$ cat config.mk
export PLATFORM = sky130hd
export DESIGN_NAME = a2_rot_pipe
export DESIGN_NICKNAME = d
export VERILOG_FILES = /design/src/rtl/a2_rot_pipe.sv
export SDC_FILE = /design/constraint.sdc
export NUM_CORES = 1
export LEC_CHECK = 0
export ABC_AREA = 1
export CORE_ASPECT_RATIO = 1.2
export CORE_UTILIZATION = 35
export CTS_CLUSTER_DIAMETER = 100
export DETAILED_ROUTE_END_ITERATION = 10
export PLACE_DENSITY = 0.64
export SLEW_MARGIN = 20
export SYNTH_ARGS = -nofsm -noshare
export SYNTH_HDL_FRONTEND = slang
export SYNTH_SLANG_ARGS = --single-unit
$ cat constraint.sdc
create_clock -name clk -period 2 [get_ports clk]
set_clock_uncertainty 0.15 [all_clocks]
set_input_delay 0.4 -clock clk [delete_from_list [all_inputs] [get_ports clk]]
set_output_delay 0.4 -clock clk [all_outputs]
set_load 0.05 [all_outputs]
$ cat src/rtl/a2_rot_pipe.sv
// a2_rot_pipe: registered per-nibble bit rotation stage for the shared Midori64
// S-box datapath. Every nibble of every share is rotated by the same runtime
// amount/direction, so the map stays share-wise linear and needs no randomness.
// Words are rotated on the way in and stored already rotated in a 2-entry
// buffer, so the output side is a plain register read with no logic after the
// flops.
//
// state (count_q) | meaning
// ----------------+-----------------------------------------------
// 0               | buffer empty, out_valid low
// 1               | head holds the oldest word
// 2               | head and tail full, in_ready low
module a2_rot_pipe #(
  parameter  int SHARES  = 3,
  parameter  int NIBBLES = 16,
  parameter  int NW      = 4,
  localparam int ROT_W   = $clog2(NW),
  localparam int DW      = SHARES * NIBBLES * NW
) (
  input  logic             clk,
  input  logic             rst_n,
  input  logic             in_valid,
  output logic             in_ready,
  input  logic [DW-1:0]    in_data,
  input  logic [ROT_W-1:0] in_rot,
  input  logic             in_dir,
  output logic             out_valid,
  input  logic             out_ready,
  output logic [DW-1:0]    out_data
);

  localparam logic [1:0] CNT_EMPTY = 2'd0;
  localparam logic [1:0] CNT_ONE   = 2'd1;
  localparam logic [1:0] CNT_FULL  = 2'd2;

  logic [1:0]    count_q, count_d;
  logic [DW-1:0] head_q, head_d;
  logic [DW-1:0] tail_q, tail_d;
  logic [DW-1:0] rot_data;
  logic          push, pop;

  // Rotating the doubled nibble lets one shift cover both halves of the rotation.
  function automatic logic [NW-1:0] rot_nib(input logic [NW-1:0]    x,
                                            input logic [ROT_W-1:0] r,
                                            input logic             dir);
    logic [2*NW-1:0] dbl;
    dbl = {x, x};
    if (!dir) begin
      dbl = dbl >> r;
      return dbl[NW-1:0];
    end else begin
      dbl = dbl << r;
      return dbl[2*NW-1:NW];
    end
  endfunction

  // Same rotation applied to every nibble of every share; shares never mix.
  always_comb begin
    rot_data = '0;
    for (int i = 0; i < SHARES * NIBBLES; i++) begin
      rot_data[i*NW +: NW] = rot_nib(in_data[i*NW +: NW], in_rot, in_dir);
    end
  end

  // Handshake flags come straight from registers.
  assign in_ready  = (count_q != CNT_FULL);
  assign out_valid = (count_q != CNT_EMPTY);
  assign out_data  = head_q;
  assign push      = in_valid & in_ready;
  assign pop       = out_valid & out_ready;

  // Next-state for the 2-entry buffer; push+pop at one entry replaces the head.
  always_comb begin
    count_d = count_q;
    head_d  = head_q;
    tail_d  = tail_q;
    case (count_q)
      CNT_EMPTY: begin
        if (push) begin
          head_d  = rot_data;
          count_d = CNT_ONE;
        end
      end
      CNT_ONE: begin
        if (push && pop) begin
          head_d = rot_data;
        end else if (push) begin
          tail_d  = rot_data;
          count_d = CNT_FULL;
        end else if (pop) begin
          count_d = CNT_EMPTY;
        end
      end
      CNT_FULL: begin
        if (pop) begin
          head_d  = tail_q;
          count_d = CNT_ONE;
        end
      end
      default: count_d = CNT_EMPTY;
    endcase
  end

  // State and data registers; reset wipes stored shares as well as the count.
  always_ff @(posedge clk or negedge rst_n) begin
    if (!rst_n) begin
      count_q <= CNT_EMPTY;
      head_q  <= '0;
      tail_q  <= '0;
    end else begin
      count_q <= count_d;
      head_q  <= head_d;
      tail_q  <= tail_d;
    end
  end

endmodule

==> flow_summary.ini <==
[clock_tree]
clk_sinks = 386
cts-htree-levels = 2
clock_tree.buffer_depth = 3
cts_tree = built
cts_made_buffers = 46
root_buffer = clkbuf_16
clock_transition_at_the_registers_of_the_reported_paths_ns = 0.06
insertion_delay_ns = 0.58

[flow_run]
max-cap-violations = 0

[synthesis]
post_synth.cell_area_avg_um2 = 6.20
postSynthNetCount = 4356
synth.cell_area_um2 = 25800
cells_after_synth = 4157
postSynthRegisterBits = 386
synth_cell_type_count = 13
ys_seq_area_frac = 0.374
synth-warning-count = 0

[power]
totalPowerFinal_mw = 45.9
share_comb_of_total_power = 0.512
power_switching_share = 0.473
p_clk_frac = 0.183
power.internal_mw = 24.2
power_switching_mw = 21.7
pwr-share-seq = 0.305
pwr_density_cell_nw_per_um2 = 1400
power.static_leakage_nw = 17.7
ir_drop_mv = 1.30

[grt]
grt_first_pass_wirelength_um = 143000
grt_start_max_net_pins = 99
grt_antenna_before_repair = 7
globalRoute.totalOverflow = 0
groute.usage.overall = 0.233
number_of_global_route_vias_before_repair = 27100

[worst_setup_path]
worst_setup_path_startpoint = count_q[1]$_DFFE_PN0P_
critical_path.reg2reg.startpoint = count_q[1]$_DFFE_PN0P_
reg2reg_to = out_data[52]$_DFFE_PN0P_
timing.reg2reg.worst_path_depth = 8
crit_path_arrival_time_ns = 1.38
end_kind = output port
worst-path-max-fanout = 3
path_class = flip-flop to output port
worstPathRequired_ns = 1.45
worst_setup_path_start_kind = flip-flop
crit_end = out_valid
rrSetupSlack_ns = 0.16

[place]
dpl.hpwl_um = 62100
dpl_cell_area_um2 = 31300
port-buffer-count = 392
gp_congestion = 0.853

[detailed_routing]
drcViolationCount = 0
dr_total_vias = 28900
postRouteAntennaNets = 0
routedWlPerCell_um = 16.4
postRouteWirelength_um = 89300
detailedRoute.firstPassIterationCount = 6
vias_per_cell = 5.32
detailedRoute.firstIterationViolations = 2410

[die]
design.core.area_um2 = 72600
initial_core_utilization = 0.355
placement_rows = 108
die_area_um2 = 74800
die_height_um = 299
ioPinCount = 393
die_w_um = 250

[sta]
report.final.slew_viol_count = 0
finalWorstPathRequiredPeriod_ns = 1.93
finalSetupViolations = 0
layout_worst_path_cycle_share = 0.964
timing_worst_slew_pin_value_ns = 0.598
report.final.hold_viol_count = 0
maximum_clock_rate_mhz = 519
max-slew-margin-rel = 0.601

[finish]
fin_nets = 4669
stdcell_area_um2 = 32800
layout-drive-gt1-share = 0.0991
fillers = 7456
flow.area_growth_from_synthesis_pct = 27.2
final_core_util = 0.452

[worst_hold_path]
min_path_type = input pin to async pin

[outcome]
run_status = completed
-- per-layer routing --
layer / vias up / share of wire / global-route usage / routed length, µm
met4: 14 / 0.029 / 0.0783 / 2580
met2: 1123 / 0.47 / 0.393 / 42000
met3: 167 / 0.070 / 0.0379 / 6260
li1: 14300 / - / - / -
met5: - / 0.00093 / 0 / 83
met1: 13300 / 0.43 / 0.302 / 38400
-- worst max-delay path: stages (launching register included) --
cell	delay, ns
dfrtp_2	0.46
nor2_2	0.11
inv_1	0.08
buf_12	0.15
-- registers in the layout (all words and copies together), names as in the netlist --
signal    cells
out_data    192
tail_q      192
count_q       2
-- worst min-delay path by stage --
stage | from | to | slack [ns] | cells after the start
after floorplan | rst_n | count_q[0]$_DFFE_PN0P_ | -0.05 | 0
after global placement | rst_n | out_data[8]$_DFFE_PN0P_ | 0.10 | 1
after detailed placement | rst_n | out_data[8]$_DFFE_PN0P_ | 0.11 | 1
after CTS | rst_n | out_data[9]$_DFFE_PN0P_ | 0.07 | 2
after global routing | rst_n | out_data[8]$_DFFE_PN0P_ | 0.1 | 2
final | rst_n | out_data[8]$_DFFE_PN0P_ | 0.12 | 2
-- synthesized netlist by cell type --
library cell  number  area [µm²]
nand2_2            1        6.26
buf_1             30         113
nand3_1         1347        6740
nand3_2            1        10.0
nand2_1         1732        6500
nor2_1           386        1450
buf_4              8        60.1
clkbuf_1          54         203
dfrtp_1          386        9660
buf_2            203        1020
inv_2              4        15.0
o21ai_1            1        5.00
inv_1              4        15.0
-- metrics by stage --
step           hold WS, ns  cells  setup TNS [ns]  setup WS (ns)
2_1_floorplan      -0.0456   4157               0          0.124
3_3_place_gp         0.103   5352          -23.52         -0.168
3_5_place_dp         0.111   5352          -24.38         -0.180
4_1_cts             0.0682   5435         -0.0158        -0.0106
5_1_grt             0.0963   5434        -0.00107       -0.00107
6_report             0.115   5437               0         0.0719
-- cell families (layout without fill, tap and decap cells) --
group,Yosys count,in the layout,share of synthesized area
buffers and inverters,303,645,0.0551
DFF,386,386,0.374
and+or+nand+nor,3467,3467,0.570
AOI/OAI and AO/OA,1,1,0.000194
other,0,3,0
-- final cells by class --
class | count | area (µm²) | share of cell area
inverter | 8 | 52.6 | 0.00160
clock inverter | 9 | 80.1 | 0.00244
antenna | 3 | 7.51 | 0.000229
clock buffer | 68 | 1400 | 0.0425
tap | 935 | 1170 | 0.0356
sequential | 386 | 9660 | 0.294
timing repair buffer | 560 | 5700 | 0.174
multi-input combinational | 3468 | 14800 | 0.449
-- cells in the final DEF (no fill, tap or decap), drive strengths merged --
cell type / instances
dlygate4sd3: 1
o21ai: 1
nand2: 1733
clkbuf: 68
buf: 364
clkinv: 5
bufinv: 1
diode: 3
dfrtp: 386
clkinvlp: 1
nand3: 1348
bufbuf: 1
nor2: 386
clkdlybuf4s50: 194
inv: 10
-- power by group through the flow --
stage,Combinational [mW],Sequential [mW],Clock [mW]
final,23.5,14.0,8.42
after global routing,25.6,14.4,8.91
after CTS,23.7,14.0,8.64
after detailed placement,23.5,14.0,0
after global placement,23.3,14.0,0
after floorplan,9.15,19.9,0
-- timing repair --
item	CTS	global route
gates resized for setup	1	2
hold buffers	1	0
setup endpoints to repair	2	4
pin swaps	1	2
endpoints found under the hold margin	326	0
gates cloned	1	0
buffers inserted	4	0
Power figures use the tool's default switching activity.
